--- config.mk ---
export PLATFORM = sky130hd
export DESIGN_NAME = core_sequencer
export DESIGN_NICKNAME = d
export VERILOG_FILES = /design/src/rtl/seq_pkg.sv /design/src/rtl/seq_mem_mux.sv /design/src/rtl/core_sequencer.sv
export SDC_FILE = /design/constraint.sdc
export NUM_CORES = 1
export LEC_CHECK = 0
export BUFFER_PORTS_ARGS = -buffer_cell sky130_fd_sc_hd__buf_2
export CORE_UTILIZATION = 38
export CTS_CLUSTER_SIZE = 25
export DETAILED_ROUTE_END_ITERATION = 10
export GPL_ROUTABILITY_DRIVEN = 0
export PLACE_DENSITY = 0.75
export SYNTH_ARGS = -nofsm -noshare
export SYNTH_HDL_FRONTEND = slang
export SYNTH_SLANG_ARGS = --single-unit
--- constraint.sdc ---
create_clock -name clock -period 1.6 [get_ports clock]
set_input_delay 0.08 -clock clock [delete_from_list [all_inputs] [get_ports clock]]
set_output_delay 0.08 -clock clock [all_outputs]
set_load 0.005 [all_outputs]
--- src/rtl/seq_pkg.sv ---
`default_nettype none
// ============================================================================
// Module   : seq_pkg
// Brief    : Shared types and constants for the core_sequencer run controller.
// Revision : 1.0
// ============================================================================
package seq_pkg;

    localparam int SEQ_ADDR_W = 5;
    localparam int SEQ_DATA_W = 16;

    // Opcode field (top five bits) that the core treats as HALT.
    localparam logic [4:0] OP_HALT = 5'b11111;

    typedef enum logic [2:0] {
        ST_IDLE = 3'd0,
        ST_LOAD = 3'd1,
        ST_RUN  = 3'd2,
        ST_DUMP = 3'd3,
        ST_DONE = 3'd4
    } seq_state_t;

    function automatic logic [15:0] halt_word();
        return {OP_HALT, 11'd0};
    endfunction

endpackage
`default_nettype wire

--- src/rtl/seq_mem_mux.sv ---
`default_nettype none
// ============================================================================
// Module   : seq_mem_mux
// Brief    : Selects whether cpu_core or the sequencer drives the memory port.
// Revision : 1.0
// ============================================================================
module seq_mem_mux #(
    parameter int ADDR_W = 5,
    parameter int DATA_W = 16
) (
    input  logic              own_core,
    input  logic [ADDR_W-1:0] core_addr,
    input  logic [DATA_W-1:0] core_wdata,
    input  logic              core_we,
    input  logic [ADDR_W-1:0] seq_addr,
    input  logic [DATA_W-1:0] seq_wdata,
    input  logic              seq_we,
    output logic [ADDR_W-1:0] mem_addr,
    output logic [DATA_W-1:0] mem_wdata,
    output logic              mem_we
);

    always_comb begin
        mem_addr  = seq_addr;
        mem_wdata = seq_wdata;
        mem_we    = seq_we;
        if (own_core) begin
            mem_addr  = core_addr;
            mem_wdata = core_wdata;
            mem_we    = core_we;
        end
    end

endmodule
`default_nettype wire

--- src/rtl/core_sequencer.sv ---
`default_nettype none
// ============================================================================
// Module   : core_sequencer
// Brief    : Loads a program image, runs cpu_core to HALT, dumps a result window.
//            Optional RUN watchdog enabled by defining SEQ_WATCHDOG_EN.
// Revision : 1.0
// ============================================================================
module core_sequencer
    import seq_pkg::*;
#(
    parameter int ADDR_W          = SEQ_ADDR_W,
    parameter int DATA_W          = SEQ_DATA_W,
    parameter int DUMP_BASE       = 16,
    parameter int DUMP_COUNT      = 8,
    parameter int WATCHDOG_CYCLES = 4096
) (
    input  logic              clock,
    input  logic              reset,
    input  logic              cmd_go,
    input  logic              load_valid,
    input  logic [DATA_W-1:0] load_data,
    input  logic              load_last,
    output logic              load_ready,
    output logic              dump_valid,
    output logic [DATA_W-1:0] dump_data,
    input  logic              dump_ready,
    output logic              core_reset,
    output logic              core_start,
    input  logic              core_halted,
    input  logic [ADDR_W-1:0] core_mem_addr,
    input  logic [DATA_W-1:0] core_mem_wdata,
    input  logic              core_mem_we,
    output logic [ADDR_W-1:0] mem_addr,
    output logic [DATA_W-1:0] mem_wdata,
    output logic              mem_we,
    input  logic [DATA_W-1:0] mem_rdata,
    output logic              busy,
    output logic              error,
    output logic [15:0]       run_cycles
);

    localparam logic [ADDR_W-1:0] PTR_MAX   = '1;
    localparam logic [ADDR_W-1:0] RPTR_BASE = ADDR_W'(DUMP_BASE);
    localparam logic [ADDR_W:0]   LAST_CNT  = (ADDR_W+1)'(DUMP_COUNT - 1);

    seq_state_t        state_q, state_d;
    logic [ADDR_W-1:0] ptr_q, ptr_d;
    logic [ADDR_W-1:0] rptr_q, rptr_d;
    logic [ADDR_W:0]   cnt_q, cnt_d;
    logic              load_ready_q, load_ready_d;
    logic              dump_valid_q, dump_valid_d;
    logic [DATA_W-1:0] dump_data_q, dump_data_d;
    logic              core_reset_q, core_reset_d;
    logic              core_start_q, core_start_d;
    logic              busy_q, busy_d;
    logic              error_q, error_d;
    logic [15:0]       run_cycles_q, run_cycles_d;
    logic [15:0]       run_next;

    logic              own_core;
    logic [ADDR_W-1:0] seq_addr;
    logic [DATA_W-1:0] seq_wdata;
    logic              seq_we;

`ifdef SEQ_WATCHDOG_EN
    localparam logic [15:0] WD_LIMIT = 16'(WATCHDOG_CYCLES);
`else
    logic unused_watchdog;
    assign unused_watchdog = |WATCHDOG_CYCLES;
`endif

    assign run_next = (run_cycles_q == 16'hFFFF) ? run_cycles_q : run_cycles_q + 16'd1;

    always_comb begin
        state_d      = state_q;
        ptr_d        = ptr_q;
        rptr_d       = rptr_q;
        cnt_d        = cnt_q;
        dump_valid_d = dump_valid_q;
        dump_data_d  = dump_data_q;
        core_reset_d = core_reset_q;
        core_start_d = core_start_q;
        error_d      = error_q;
        run_cycles_d = run_cycles_q;

        case (state_q)
            ST_IDLE: begin
                core_reset_d = 1'b1;
                if (cmd_go) begin
                    error_d      = 1'b0;
                    run_cycles_d = 16'd0;
                    ptr_d        = '0;
                    state_d      = ST_LOAD;
                end
            end
            ST_LOAD: begin
                core_reset_d = 1'b1;
                if (load_valid) begin
                    if (ptr_q != PTR_MAX) begin
                        ptr_d = ptr_q + ADDR_W'(1);
                    end
                    // A full memory without load_last truncates the image.
                    if (load_last || ptr_q == PTR_MAX) begin
                        state_d      = ST_RUN;
                        core_reset_d = 1'b0;
                        core_start_d = 1'b1;
                        if (!load_last) begin
                            error_d = 1'b1;
                        end
                    end
                end
            end
            ST_RUN: begin
                run_cycles_d = run_next;
                if (core_halted) begin
                    core_start_d = 1'b0;
                    rptr_d       = RPTR_BASE;
                    cnt_d        = '0;
                    dump_valid_d = 1'b0;
                    state_d      = ST_DUMP;
                end
`ifdef SEQ_WATCHDOG_EN
                else if (run_next == WD_LIMIT) begin
                    error_d      = 1'b1;
                    core_start_d = 1'b0;
                    core_reset_d = 1'b1;
                    rptr_d       = RPTR_BASE;
                    cnt_d        = '0;
                    dump_valid_d = 1'b0;
                    state_d      = ST_DUMP;
                end
`endif
            end
            ST_DUMP: begin
                // Capture on the bubble cycle, hold until the host takes it.
                if (!dump_valid_q) begin
                    dump_data_d  = mem_rdata;
                    dump_valid_d = 1'b1;
                end else if (dump_ready) begin
                    dump_valid_d = 1'b0;
                    rptr_d       = rptr_q + ADDR_W'(1);
                    cnt_d        = cnt_q + (ADDR_W+1)'(1);
                    if (cnt_q == LAST_CNT) begin
                        core_reset_d = 1'b1;
                        state_d      = ST_DONE;
                    end
                end
            end
            ST_DONE: begin
                core_reset_d = 1'b1;
                state_d      = ST_IDLE;
            end
            default: begin
                core_reset_d = 1'b1;
                core_start_d = 1'b0;
                dump_valid_d = 1'b0;
                state_d      = ST_IDLE;
            end
        endcase

        load_ready_d = (state_d == ST_LOAD);
        busy_d       = (state_d != ST_IDLE);
    end

    always_ff @(posedge clock or posedge reset) begin
        if (reset) begin
            state_q      <= ST_IDLE;
            ptr_q        <= '0;
            rptr_q       <= '0;
            cnt_q        <= '0;
            load_ready_q <= 1'b0;
            dump_valid_q <= 1'b0;
            dump_data_q  <= '0;
            core_reset_q <= 1'b1;
            core_start_q <= 1'b0;
            busy_q       <= 1'b0;
            error_q      <= 1'b0;
            run_cycles_q <= 16'd0;
        end else begin
            state_q      <= state_d;
            ptr_q        <= ptr_d;
            rptr_q       <= rptr_d;
            cnt_q        <= cnt_d;
            load_ready_q <= load_ready_d;
            dump_valid_q <= dump_valid_d;
            dump_data_q  <= dump_data_d;
            core_reset_q <= core_reset_d;
            core_start_q <= core_start_d;
            busy_q       <= busy_d;
            error_q      <= error_d;
            run_cycles_q <= run_cycles_d;
        end
    end

    // Sequencer-side drive: LOAD writes are combinational on the handshake.
    always_comb begin
        seq_addr  = '0;
        seq_wdata = '0;
        seq_we    = 1'b0;
        if (state_q == ST_LOAD) begin
            seq_addr  = ptr_q;
            seq_wdata = load_data;
            seq_we    = load_valid;
        end else if (state_q == ST_DUMP) begin
            seq_addr  = rptr_q;
        end
    end

    assign own_core = (state_q == ST_RUN);

    seq_mem_mux #(
        .ADDR_W (ADDR_W),
        .DATA_W (DATA_W)
    ) u_mem_mux (
        .own_core   (own_core),
        .core_addr  (core_mem_addr),
        .core_wdata (core_mem_wdata),
        .core_we    (core_mem_we),
        .seq_addr   (seq_addr),
        .seq_wdata  (seq_wdata),
        .seq_we     (seq_we),
        .mem_addr   (mem_addr),
        .mem_wdata  (mem_wdata),
        .mem_we     (mem_we)
    );

    assign load_ready = load_ready_q;
    assign dump_valid = dump_valid_q;
    assign dump_data  = dump_data_q;
    assign core_reset = core_reset_q;
    assign core_start = core_start_q;
    assign busy       = busy_q;
    assign error      = error_q;
    assign run_cycles = run_cycles_q;

endmodule
`default_nettype wire
==> flow_summary.yaml <==
worst_setup_path:
  crit_arrival_ns: 1.74
  crit_slowest_cell: "dfrtp_1"
  critPathTopFamily: "buffers and inverters"
  max_stage_delay_ns: 0.41
  startpoint_type: "register"
  crit_type: "register to output port"
  crit_path_max_fanout: 7
  cpMostUsedCell: "buf_6"
  endpoint_kind: "output port"
  cp_num_buf_inv: 4
  required_ns: 1.52
  path_cells: "buf_6 -> nor3b_4 -> buf_6 -> buf_16 -> a22o_1 -> buf_2"
outcome:
  status: "finished, violations left"
  failed_checks: "negative setup slack"
timing:
  tightestPinTransition_ns: 0.459
  final_max_slew_viol_count: 0
  whs_ns: 0.0736
  setup_ws_ns: -0.219
  finalCriticalPeriod_ns: 1.82
  timing.fmax_ghz: 0.550
  fin_tns_setup_ns: -5.05
  grt_setup_unrepaired: "yes"
  setup_violations: 43
  maxSlewHeadroom_pct: 69.1
  fin_crit_sh_pct: 114
  fin_worst_skew_ns: 0.00533
  hold_viol_final: 0
die:
  placementRows: 32
  fp.coreArea_um2: 7810
  ios: 121
  start_util_pct: 39.6
  dieArea_um2: 8510
  chipWidth_um: 92.3
  die_h_um: 92.3
cells_and_area:
  area_growth_pct: 67.4
  final_nets: 589
  fin_util_pct: 66.4
  drive_gt1_share_pct: 53.0
  mostFrequentLayoutCells: "120 x buf_2, 59 x buf_4, 55 x dfrtp_1"
  fin_cells: 630
  diodes: 0
  final_common_cell: "buf_2"
  n_fill_cell: 567
global_routing:
  grt_overflow: 0
  grt_max_degree: 34
  grt_pass1_wl_mm: 15.2
  track_usage_pct: 22.8
  antenna_found_initial: 0
  grt_pass1_vias: 3227
synth:
  ys.flop_type: "dfrtp_1"
  async_flop_share_pct: 100
  synth.avg_cell_area_um2: 10.0
  synth_top_area_cell: "dfrtp_1"
  synthTopCellsByArea: "dfrtp_1 45%, mux2_2 5.8%, a22o_1 5.4%"
  yosys_register_bits: 57
  synth_top_area_share_pct: 45.3
  synth_edf_count: 0
  yosysUniqueCellTypes: 49
  syn_inst: 309
  ys_seq_area_share_pct: 46.1
  syn_nets: 375
  netlist_area_um2: 3100
  yosysWarnings: 0
route:
  drtAntennaViolNets: 0
  via_count: 3430
  routed_wirelength_mm: 10.7
  via_per_inst: 5.44
  wl_per_cell_um: 16.9
  drc: 0
  drt_iter0_drc: 139
  dr.pass1.iters: 5
cts:
  clk_pin_slew_ns: 0.07
  htreeDepth: 3
  clock_path_buffers: 2
  numCtsBuffers: 9
  clockRootBuffer: "clkbuf_8"
  cts_tree: "done"
  insertion_delay_ns: 0.35
  cts.sink_count: 57
placed_design:
  io_buffers: 120
  dp_hpwl_mm: 6.42
  post-place-ws_ns: -0.0736
  dpl.cell_count: 568
power_and_ir_drop:
  cellLeakagePower_uw: 0.00254
  vdd_drop_max_mv: 0.754
  power_density_nw_per_um2: 1520
flow_run:
  max_cap_viol_count: 0
worst_hold_path:
  hold_path_class: "input port to register"
[per-stage QoR]
step	cell area, um^2	total power [uW]
5_1_grt	5180	8320
2_1_floorplan	3130	3810
6_report	5180	7890
3_5_place_dp	4210	5110
3_3_place_gp	4210	4990
4_1_cts	4850	7190
[state kept, by name, summed over array words and instances (netlist names)]
name	cells
rptr_q	5
dump_data	16
busy	1
core_reset	1
cnt_q	6
run_cycles	16
state_q	3
error	1
load_ready	1
dump_valid	1
ptr_q	5
core_start	1
[power by group]
part,internal (uW),switching [uW],total [uW]
clock,1030,635,1670
combinational,2240,1800,4030
sequential,1870,320,2190
total,5130,2750,7890
[cells in the mapped netlist, types with 2 or more instances]
| cell type | count |
|---|---|
| dfrtp_1 | 56 |
| nor2_1 | 32 |
| nand2_1 | 25 |
| a22o_1 | 19 |
| mux2_2 | 16 |
| a21oi_1 | 13 |
| mux2i_1 | 13 |
| nand3_1 | 12 |
| o21ai_0 | 12 |
| clkbuf_1 | 11 |
| nand4_1 | 8 |
| inv_1 | 6 |
| nor4_1 | 6 |
| xor2_1 | 6 |
| and2_1 | 5 |
| ha_1 | 5 |
| nor3_1 | 5 |
| o211ai_1 | 5 |
| or2_2 | 5 |
| and3_1 | 3 |
| and3b_1 | 3 |
| nor2b_1 | 3 |
| o21a_1 | 3 |
| o31ai_1 | 3 |
| or4_1 | 3 |
| xnor2_1 | 3 |
| a211oi_1 | 2 |
| a31oi_1 | 2 |
| mux2_1 | 2 |
| nand3b_1 | 2 |
| or3_1 | 2 |
[logic make-up after synthesis]
group / after synthesis / share of synthesized area, %
AND/OR/NAND/NOR: 123 / 21.5
buffers and inverters: 19 / 2.47
flip-flops: 57 / 46.1
adder cells (fa/ha/maj): 5 / 2.02
XOR/XNOR: 9 / 2.55
AO/OA/AOI/OAI: 65 / 14.6
multiplexers: 31 / 10.8
[final cells by class]
class / instances / area, um^2 / share of cell area (%)
clock buffers: 9 / 124 / 2.39
well taps: 102 / 128 / 2.46
flip-flops and latches: 57 / 1430 / 27.6
repair buffers: 216 / 1540 / 29.8
multi-input cells: 233 / 1810 / 35.0
inverters: 6 / 26.3 / 0.507
clock inverters: 7 / 119 / 2.29
[metal layers]
metal | track usage, % | routed length [um] | up-vias
met5 | 0 | 0 | -
met4 | 7.81 | 338 | 0
met3 | 5.39 | 597 | 38
met2 | 40.8 | 5580 | 150
met1 | 26.7 | 4170 | 1662
li1 | - | - | 1580
[what timing repair did]
item,in CTS,in global routing
setup buffers,12,14
pin swaps,11,33
hold buffers,17,0
endpoints found under the setup margin,39,53
gates cloned,1,4
gates resized for setup,30,33
endpoints found under the hold margin,72,0
[final timing paths]
kind	startpoint	to	slack [ns]	depth (start not counted)
setup / recovery	state_q[1]$_DFF_PP0_	mem_wdata[11]	-0.22	6
hold / removal	core_halted	rptr_q[4]$_DFFE_PP0P_	0.07	3
setup reg to reg	state_q[1]$_DFF_PP0_	run_cycles[7]$_DFFE_PP0P_	-0.18	5
hold reg to reg	dump_data[3]$_DFFE_PP0P_	dump_data[3]$_DFFE_PP0P_	0.50	1
max in group asynchronous	reset	core_reset$_DFFE_PP1P_	0.82	4
min in group asynchronous	reset	cnt_q[3]$_DFFE_PP0P_	0.21	3
[worst min-delay path, stage by stage]
cell and delay (ns):
buf_2 0.13, nand2_1 0.11, nand2_1 0.07
Note: power is estimated with default switching activity, not from simulation.
